===== config.mk =====
export PLATFORM = sky130hd
export DESIGN_NAME = pipelined_barrel_shifter_flat
export DESIGN_NICKNAME = d
export VERILOG_FILES = /design/src/rtl/pipelined_barrel_shifter_pkg.sv /design/src/rtl/pipelined_barrel_shifter_if.sv /design/src/rtl/pipelined_barrel_shifter_level.sv /design/src/rtl/pipelined_barrel_shifter.sv /design/src/flat_wrapper.sv
export SDC_FILE = /design/constraint.sdc
export NUM_CORES = 1
export LEC_CHECK = 0
export ABC_AREA = 1
export BUFFER_PORTS_ARGS = -buffer_cell sky130_fd_sc_hd__buf_2
export CAP_MARGIN = 10
export CORE_UTILIZATION = 35
export CTS_CLUSTER_DIAMETER = 50
export DETAILED_ROUTE_END_ITERATION = 12
export PLACE_DENSITY = 0.62
export RECOVER_POWER = 100
export REMOVE_ABC_BUFFERS = 1
export SLEW_MARGIN = 10
export SYNTH_ARGS = -nofsm -noshare
export SYNTH_HDL_FRONTEND = slang
export SYNTH_SLANG_ARGS = --single-unit

===== constraint.sdc =====
create_clock -name clock -period 2.5 [get_ports clock]
set_clock_uncertainty 0.15 [all_clocks]
set_input_delay 0.125 -clock clock [delete_from_list [all_inputs] [get_ports clock]]
set_output_delay 0.125 -clock clock [all_outputs]
set_load 0.05 [all_outputs]

===== src/rtl/pipelined_barrel_shifter_pkg.sv =====
// shifter_pkg: op encodings and per-op helpers shared by the barrel shifter
package shifter_pkg;

    localparam logic [2:0] OP_SLL = 3'd0;
    localparam logic [2:0] OP_SRL = 3'd1;
    localparam logic [2:0] OP_SRA = 3'd2;
    localparam logic [2:0] OP_ROL = 3'd3;
    localparam logic [2:0] OP_ROR = 3'd4;

    function automatic logic op_is_legal(input logic [2:0] op);
        return op <= OP_ROR;
    endfunction

    function automatic logic fill_bit(input logic [2:0] op, input logic msb);
        return (op == OP_SRA) ? msb : 1'b0;
    endfunction

endpackage


===== src/rtl/pipelined_barrel_shifter_if.sv =====
// pipelined_barrel_shifter_if: input beat and result handshakes of the barrel shifter
interface pipelined_barrel_shifter_if #(
    parameter int WIDTH = 32
) ();
    localparam int SHAMT_W = $clog2(WIDTH);

    logic               in_valid;
    logic               in_ready;
    logic [WIDTH-1:0]   in_data;
    logic [SHAMT_W-1:0] in_shamt;
    logic [2:0]         in_op;
    logic               out_valid;
    logic               out_ready;
    logic [WIDTH-1:0]   out_data;
    logic               out_zero;
    logic               out_op_err;

    modport slave (
        input  in_valid, in_data, in_shamt, in_op, out_ready,
        output in_ready, out_valid, out_data, out_zero, out_op_err
    );

    modport master (
        output in_valid, in_data, in_shamt, in_op, out_ready,
        input  in_ready, out_valid, out_data, out_zero, out_op_err
    );

endinterface


===== src/rtl/pipelined_barrel_shifter_level.sv =====
// shift_level: one conditional shift/rotate by DIST, right ops done as reverse-left-reverse
module shift_level
    import shifter_pkg::*;
#(
    parameter int WIDTH = 32,
    parameter int DIST  = 1
) (
    input  logic [WIDTH-1:0] data_i,
    input  logic             en_i,
    input  logic [2:0]       op_i,
    output logic [WIDTH-1:0] data_o
);
    logic             right;
    logic             rot;
    logic [WIDTH-1:0] fwd;
    logic [WIDTH-1:0] sh;

    always_comb begin
        right = (op_i == OP_SRL) || (op_i == OP_SRA) || (op_i == OP_ROR);
        rot   = (op_i == OP_ROL) || (op_i == OP_ROR);
        for (int i = 0; i < WIDTH; i++) fwd[i] = right ? data_i[WIDTH-1-i] : data_i[i];
        sh = {fwd[WIDTH-1-DIST:0], rot ? fwd[WIDTH-1 -: DIST] : {DIST{fill_bit(op_i, data_i[WIDTH-1])}}};
        for (int i = 0; i < WIDTH; i++) data_o[i] = !en_i ? data_i[i] : right ? sh[WIDTH-1-i] : sh[i];
    end

endmodule


===== src/rtl/pipelined_barrel_shifter.sv =====
// pipelined_barrel_shifter: multi-mode barrel shifter split over PIPE_STAGES valid/ready register slices
module pipelined_barrel_shifter
    import shifter_pkg::*;
#(
    parameter int WIDTH       = 32,
    parameter int PIPE_STAGES = 2
) (
    input logic                       clock,
    input logic                       reset,
    pipelined_barrel_shifter_if.slave bus
);
    localparam int SHAMT_W = $clog2(WIDTH);
    localparam int LEVELS  = SHAMT_W;
    localparam int LPS     = (LEVELS + PIPE_STAGES - 1) / PIPE_STAGES;

    logic [PIPE_STAGES-1:0] valid_q;
    logic [PIPE_STAGES-1:0] err_q;
    logic [WIDTH-1:0]       data_q  [PIPE_STAGES];
    logic [SHAMT_W-1:0]     shamt_q [PIPE_STAGES];
    logic [2:0]             op_q    [PIPE_STAGES];
    logic                   zero_q;
    logic [PIPE_STAGES-1:0] v_in;
    logic [PIPE_STAGES-1:0] err_in;
    logic [SHAMT_W-1:0]     sh_in   [PIPE_STAGES];
    logic [2:0]             op_in   [PIPE_STAGES];
    logic [WIDTH-1:0]       lvl     [PIPE_STAGES][LPS+1];
    logic [PIPE_STAGES:0]   adv;

    for (genvar s = 0; s < PIPE_STAGES; s++) begin : g_stage
        if (s == 0) begin : g_head
            assign v_in[s]     = bus.in_valid;
            assign lvl[s][0]   = bus.in_data;
            assign sh_in[s]    = bus.in_shamt;
            assign op_in[s]    = bus.in_op;
            assign err_in[s]   = !op_is_legal(bus.in_op);
        end else begin : g_body
            assign v_in[s]     = valid_q[s-1];
            assign lvl[s][0]   = data_q[s-1];
            assign sh_in[s]    = shamt_q[s-1];
            assign op_in[s]    = op_q[s-1];
            assign err_in[s]   = err_q[s-1];
        end
        // slots past LEVELS in the last stages collapse to wires
        for (genvar k = 0; k < LPS; k++) begin : g_lvl
            if (s * LPS + k < LEVELS) begin : g_sh
                shift_level #(
                    .WIDTH (WIDTH),
                    .DIST  (1 << (s * LPS + k))
                ) u_level (
                    .data_i (lvl[s][k]),
                    .en_i   (sh_in[s][s*LPS+k] && !err_in[s]),
                    .op_i   (op_in[s]),
                    .data_o (lvl[s][k+1])
                );
            end else begin : g_pass
                assign lvl[s][k+1] = lvl[s][k];
            end
        end
    end

    always_comb begin
        adv[PIPE_STAGES] = bus.out_ready;
        for (int i = PIPE_STAGES - 1; i >= 0; i--) adv[i] = !valid_q[i] || adv[i+1];
    end

    always_ff @(posedge clock) begin
        if (reset) begin
            valid_q <= '0;
            err_q   <= '0;
            zero_q  <= 1'b0;
            for (int i = 0; i < PIPE_STAGES; i++) begin
                data_q[i]  <= '0;
                shamt_q[i] <= '0;
                op_q[i]    <= '0;
            end
        end else begin
            for (int i = 0; i < PIPE_STAGES; i++) begin
                if (adv[i]) valid_q[i] <= v_in[i];
                if (adv[i] && v_in[i]) begin
                    data_q[i]  <= lvl[i][LPS];
                    shamt_q[i] <= sh_in[i];
                    op_q[i]    <= op_in[i];
                    err_q[i]   <= err_in[i];
                end
            end
            if (adv[PIPE_STAGES-1] && v_in[PIPE_STAGES-1]) zero_q <= lvl[PIPE_STAGES-1][LPS] == '0;
        end
    end

    assign bus.in_ready   = adv[0];
    assign bus.out_valid  = valid_q[PIPE_STAGES-1];
    assign bus.out_data   = data_q[PIPE_STAGES-1];
    assign bus.out_zero   = zero_q;
    assign bus.out_op_err = err_q[PIPE_STAGES-1];

endmodule

===== src/flat_wrapper.sv =====
// flat-port wrapper written by rule: the top's interface ports become plain ports
module pipelined_barrel_shifter_flat import shifter_pkg::*;
#(
    parameter int WIDTH       = 32,
    parameter int PIPE_STAGES = 2
)
  (clock, reset, bus_in_valid, bus_in_data, bus_in_shamt, bus_in_op, bus_out_ready, bus_in_ready, bus_out_valid, bus_out_data, bus_out_zero, bus_out_op_err);
  pipelined_barrel_shifter_if #(.WIDTH(WIDTH)) bus_i ();
  input logic clock;
  input logic reset;
  input wire logic [$bits(bus_i.in_valid)-1:0] bus_in_valid;
  input wire logic [$bits(bus_i.in_data)-1:0] bus_in_data;
  input wire logic [$bits(bus_i.in_shamt)-1:0] bus_in_shamt;
  input wire logic [$bits(bus_i.in_op)-1:0] bus_in_op;
  input wire logic [$bits(bus_i.out_ready)-1:0] bus_out_ready;
  output wire logic [$bits(bus_i.in_ready)-1:0] bus_in_ready;
  output wire logic [$bits(bus_i.out_valid)-1:0] bus_out_valid;
  output wire logic [$bits(bus_i.out_data)-1:0] bus_out_data;
  output wire logic [$bits(bus_i.out_zero)-1:0] bus_out_zero;
  output wire logic [$bits(bus_i.out_op_err)-1:0] bus_out_op_err;
  assign bus_i.in_valid = bus_in_valid;
  assign bus_i.in_data = bus_in_data;
  assign bus_i.in_shamt = bus_in_shamt;
  assign bus_i.in_op = bus_in_op;
  assign bus_i.out_ready = bus_out_ready;
  assign bus_in_ready = bus_i.in_ready;
  assign bus_out_valid = bus_i.out_valid;
  assign bus_out_data = bus_i.out_data;
  assign bus_out_zero = bus_i.out_zero;
  assign bus_out_op_err = bus_i.out_op_err;
  pipelined_barrel_shifter #(.WIDTH(WIDTH), .PIPE_STAGES(PIPE_STAGES)) u_core (.clock(clock), .reset(reset), .bus(bus_i));
endmodule

; Word level (Yosys, flattened, before mapping)
; Memories as Yosys holds them, arrays and structs flattened.
; Cells that the tools add are included.
[op_classes]
reduce_logical = 20
n_lt_le_gt_ge = 1
eq_ne = 8
n_mux = 504
n_bitwise = 6
[ops]
columns = operator, n
row1 = 1-bit two-way mux, 494
row2 = 32-bit two-way mux, 2
row3 = 32-bit zero test, 1
row4 = 16-bit two-way mux, 1
row5 = "3-bit by 2-bit == test with 1-bit output, second input constant", 4
row6 = 5-bit two-way mux, 2
row7 = 1-bit logical OR, 8
row8 = 8-bit two-way mux, 1
row9 = 1-bit logical AND, 7
row10 = "3-bit by 1-bit == test with 1-bit output, second input constant", 2
row11 = "3-bit == test, second input constant", 2
row12 = 3-bit two-way mux, 2
row13 = 1-bit bitwise OR, 6
row14 = 1-bit zero test, 4
row15 = 4-bit two-way mux, 1
row16 = "3-bit less-or-equal comparator, second input constant", 1
row17 = 2-bit two-way mux, 1
[totals]
output_inout_bits = 36
elab_cells = 547
ramBits = 80
reg_bits = 5
n_memories = 3
[mem_list]
columns = name, depth, width, rd, rd_clocked_by_memory_dff, write_ports, line_no
row1 = u_core.data_q, 2, 32, 2, 0, 2, pipelined_barrel_shifter.sv:18  ; logic [WIDTH-1:0] data_q [PIPE_STAGES];
row2 = u_core.shamt_q, 2, 5, 1, 0, 2, pipelined_barrel_shifter.sv:19  ; logic [SHAMT_W-1:0] shamt_q [PIPE_STAGES];
row3 = u_core.op_q, 2, 3, 1, 0, 2, pipelined_barrel_shifter.sv:20  ; logic [2:0] op_q [PIPE_STAGES];

; Depth between registers and ports, before layout
[logic_depth]
ltp_word = 16
ltp_mapped = 20

; Cells and area by module
; From an unflattened synthesis, not the netlist that was laid out.
[hier_totals]
cells_unflattened = 1372
area_unflattened_um2 = 8481.9
[by_module_without_submodules]
columns = module, area_per_inst_um2, n_inst, cells_per_inst, seq_area_each_um2
row1 = pipelined_barrel_shifter, 3229.3, 1, 312, 2172.1
row2 = shift_level at u_core.g_stage[1].g_lvl[1].g_sh.u_level, 1313.8, 1, 287, 0.0
row3 = shift_level at u_core.g_stage[1].g_lvl[0].g_sh.u_level, 1067.3, 1, 220, 0.0
row4 = shift_level at u_core.g_stage[0].g_lvl[2].g_sh.u_level, 1022.2, 1, 187, 0.0
row5 = shift_level at u_core.g_stage[0].g_lvl[1].g_sh.u_level, 954.7, 1, 171, 0.0
row6 = shift_level at u_core.g_stage[0].g_lvl[0].g_sh.u_level, 894.6, 1, 195, 0.0

; Worst setup path after synthesis
; OpenSTA, ideal clock, no wires.
[synth_path]
path_type = register to register
from = reg u_core.valid_q[1]
to = mem u_core.data_q[0][0], enable pin
path_slack_ps = -258
arrival_time_ps = 2091
required_ps = 1833
n_path_buf = 0
path_stages_with_launch = 4
path_cell_list = dfxtp_1 -> nand3_1 -> nand2_1 -> nand2_1
[synth_rtl]
columns = item, line_no
row1 = start: declaration, pipelined_barrel_shifter.sv:16  ; logic [PIPE_STAGES-1:0] valid_q;
row2 = start signal: indexed assignment, pipelined_barrel_shifter.sv:78  ; if (adv[i]) valid_q[i] <= v_in[i];
row3 = end: declaration, pipelined_barrel_shifter.sv:18

; Final worst setup path
[layout_path]
from = mem u_core.op_q[0][1]
to = reg u_core.zero_q (netlist: u_core.bus.out_zero)
[layout_between]
elab_chain_len = 13
word_cells_on_any_way = 205
cone_classes = 4 x eq/ne / 196 x mux / 4 x reduce/logical / 1 x memory
[layout_lines]
columns = item, line_no
row1 = start: declaration, pipelined_barrel_shifter.sv:20
row2 = memory 2 x 3 bit (*), -
row3 = 3-bit by 1-bit == test with 1-bit output or 3-bit by 2-bit == test with 1-bit output (tied branches), "pipelined_barrel_shifter_level.sv:19, pipelined_barrel_shifter_pkg.sv:15"
row4 = 1-bit logical OR (2 in series), pipelined_barrel_shifter_level.sv:19  ; right = (op_i == OP_SRL) || (op_i == OP_SRA) || (op_i == OP_ROR);
row5 = 1-bit two-way mux, pipelined_barrel_shifter_level.sv:21  ; for (int i = 0; i < WIDTH; i++) fwd[i] = right ? data_i[WIDTH-1-i] : data_i[i];
row6 = 8-bit two-way mux, pipelined_barrel_shifter_level.sv:22  ; sh = {fwd[WIDTH-1-DIST:0], rot ? fwd[WIDTH-1 -: DIST] : {DIST{fill_bit(op_i, data_i[WIDTH-1])}}};
row7 = 1-bit two-way mux (2 in series), pipelined_barrel_shifter_level.sv:23  ; for (int i = 0; i < WIDTH; i++) data_o[i] = !en_i ? data_i[i] : right ? sh[WIDTH-1-i] : sh[i];
row8 = "1-bit two-way mux, on equally long branches", "pipelined_barrel_shifter_pkg.sv:15, pipelined_barrel_shifter_level.sv:21"
row9 = 16-bit two-way mux, pipelined_barrel_shifter_level.sv:22
row10 = 1-bit two-way mux (2 in series), pipelined_barrel_shifter_level.sv:23
row11 = 32-bit zero test (*), pipelined_barrel_shifter.sv:86  ; if (adv[PIPE_STAGES-1] && v_in[PIPE_STAGES-1]) zero_q <= lvl[PIPE_STAGES-1][LPS] == '0;
row12 = end signal: assignment, pipelined_barrel_shifter.sv:70  ; zero_q <= 1'b0;
row13 = end signal: assignment, pipelined_barrel_shifter.sv:86
row14 = end: declaration, pipelined_barrel_shifter.sv:21  ; logic zero_q;
; Every way passes the cells marked *; elsewhere a longest branch is shown, timed or not.
; A chain may end at the register's enable or synchronous reset.

==> impl_metrics.ini <==
[worst_setup_path]
r2r-start = u_core.op_q[0][1]
worst_ep_arrival_time_ns = 2.56
crit_type = reg2reg
critPathLaunchType = register
critPathLaunch = u_core.op_q[0][1]
endpoint_kind = register
cp_max_fo = 9
cp.required_ns = 2.57

[final_layout]
multiInputGateArea_mm2 = 0.004417
antenna_cells = 0
regArea_mm2 = 0.002172
syn2layout_area_growth_pct = 19.03
final_core_util = 0.4255
final_nets = 1326
drive_gt1_frac = 0.1610
fillCellCount = 2265

[placed_design]
routabilityCongestion = 0.8745
place_ws_ns = -0.002584
portBuffers = 79
hpwlAfterDp_um = 16580

[sta]
finalMaxSlewViolations = 0
hold_viol = 0
relSlewSlack = 0.4006
setup_ws_ns = 0.01207
rsz0062_at_grt = yes
clock.fmax_ghz = 0.4019
setup_viol = 0
period_share = 0.9952
worst_pin_slew_ns = 0.8991
min_period_ns = 2.488

[hold_path]
worstHoldPathType = in2reg
hold_start = bus_in_op[1]

[clocking]
clock_latency_ns = 0.33
cts_buffers = 9
cts_root_buf = clkbuf_16
cts_buffer_depth = 2
path_clk_slew_ns = 0.05
cts_tree = done
cts_sinks = 74
cts_max_level = 3

[global_routing]
grt_pass1_wl_um = 35490
antenna_found_initial = 0
grt_pass1_vias = 7042
grt-ovfl-total = 0
grt_max_degree = 43
globalRouteTotalUtil = 0.1989

[synth]
synth_commonest_cells = nand2_1 (359), nand3_1 (154), inv_1 (137)
synth.distinct_cells = 40
ys_warn_count = 0
synthArstFlopShare = 0
synth-edff-count = 69
synth_seq_cells = 74
synth-main-ff-cell = edfxtp_1
netlist_instances = 1228
syn_area_per_cell_um2 = 6.119
yosysSeqAreaShare = 0.2890
yosysMostFrequentCell = nand2_1
ys_top_cells_by_area = edfxtp_1 (28%), nand2_1 (18%), nand3_1 (10%), inv_1 (6.8%), o21ai_0 (5.1%)
synth_area_mm2 = 0.007515
synth_top_area_cell = edfxtp_1
synth_top_area_share = 0.2757

[power_and_ir_drop]
power.density_mw_per_mm2 = 577.8
p_leak_nw = 4.380
finalPower_mw = 5.168
peakVddDrop_uv = 344.5

[floorplan]
num_io_pins = 80
die_w_um = 148.5
design.core.area_mm2 = 0.02102
dieHeight_um = 148.5
rows = 53
dieArea_mm2 = 0.02206
start_util = 0.3575

[outcome]
status = completed

[drt]
wl_per_cell_um = 14.29
postRouteAntennaNets = 0
drt_iter0_markers = 732
vias = 8048
routed_wl_um = 22310
drt_first_pass_iters = 6
vias_per_cell = 5.156
drcViolationCount = 0

[run]
drv_cap = 0
-- area by class of cell --
cell class | count | area share
multi-input cells | 894 | 0.4938
clock inverters | 4 | 0.004896
repair buffers | 160 | 0.1323
well taps | 275 | 0.03847
inverters | 143 | 0.06169
flip-flops and latches | 74 | 0.2428
clock buffers | 11 | 0.02602
-- flip-flops by register name (all words and copies together) (netlist names) --
name	flops
u_core.data_q	64
u_core.op_q	3
u_core.err_q	2
u_core.shamt_q	2
u_core.valid_q	2
u_core.bus.out_zero	1
-- power breakdown --
part / total [mW] / internal (mW) / switching (mW)
Sequential: 1.59 / 1.51 / 0.0795
Clock: 1.23 / 0.760 / 0.471
Combinational: 2.35 / 0.800 / 1.55
-- logic make-up (layout without fill, tap and decap cells) --
logic type / count (synthesis) / in the layout / share of synthesized area
buf+inv: 261 / 318 / 0.1602
compound gates: 283 / 283 / 0.2096
simple gates: 610 / 611 / 0.3412
flops: 74 / 74 / 0.2890
-- per-layer routing --
layer	vias up	share of wire	track usage
li1	4140	-	-
met5	-	0	0
met2	249	0.46	0.3150
met1	3629	0.47	0.2785
met3	30	0.046	0.02270
met4	0	0.024	0.06959
-- cells in the final DEF (no fill, tap or decap), types with 3 or more instances in the layout --
cell / Yosys / final
o21ai_0: 76 / 72
nand2_2: 4 / 25
nand4_1: 4 / 4
inv_1: 137 / 136
nor2_2: 2 / 3
clkbuf_16: 0 / 14
edfxtp_1: 69 / 69
o22ai_1: 5 / 4
buf_2: 34 / 43
nand3_1: 154 / 140
dfxtp_1: 5 / 5
o21ai_1: 73 / 73
dlygate4sd3_1: 0 / 6
clkbuf_1: 36 / 38
inv_2: 4 / 3
nand2_8: 0 / 3
a21oi_1: 67 / 66
a31oi_1: 9 / 9
clkinv_1: 2 / 3
buf_6: 3 / 4
nor2_1: 74 / 69
nor2_4: 0 / 4
nand2_1: 359 / 333
buf_4: 39 / 55
o211ai_1: 40 / 40
nand2_4: 1 / 4
nand3_2: 5 / 18
buf_12: 0 / 9
o21ai_2: 4 / 8
-- stage by stage --
| stage | cells | cell area (um2) | hold WS, ns | TNS, ns |
|---|---|---|---|---|
| final | 1561 | 8945 | 0.07822 | 0 |
| after global routing | 1561 | 8945 | 0.1029 | -0.1678 |
| after CTS | 1548 | 8507 | 0.07269 | 0 |
| after detailed placement | 1527 | 8168 | 0.1674 | -0.002584 |
| after global placement | 1527 | 8168 | 0.1649 | 0 |
| after floorplan | 1110 | 6848 | 0.04407 | -68.01 |
-- critical path, stage by stage (launching register included) --
cell and delay (ns):
edfxtp_1 0.46, buf_4 0.15, nand3_1 0.09, nor2_1 0.21, clkinv_1 0.15, buf_4 0.18, buf_4 0.17, nand3_1 0.10
nand2_1 0.08, nand2_1 0.07, nand2_1 0.07, nand2_1 0.13, nor2_1 0.06, nand2_1 0.06, nor2_1 0.04, nand2_1 0.06
nor2_1 0.04, nand3_1 0.05, nand2_1 0.04
-- what timing repair did --
action / in CTS / in global routing
pin swaps: 0 / 33
setup endpoints to repair: 1 / 7
resized for setup: 1 / 84
hold buffers: 6 / 0
setup buffers: 0 / 7
cloned: 0 / 6
endpoints found under the hold margin: 5 / 0
-- final timing paths --
path	to	slack, ns	cells past startpoint
worst max-delay path	u_core.bus.out_zero	0.01	18
worst min-delay path	u_core.op_q[0][1]	0.08	3
worst max register to register	u_core.bus.out_zero	0.01	18
worst min register to register	u_core.err_q[1]	0.33	2
(Power assumes the default switching activity.)
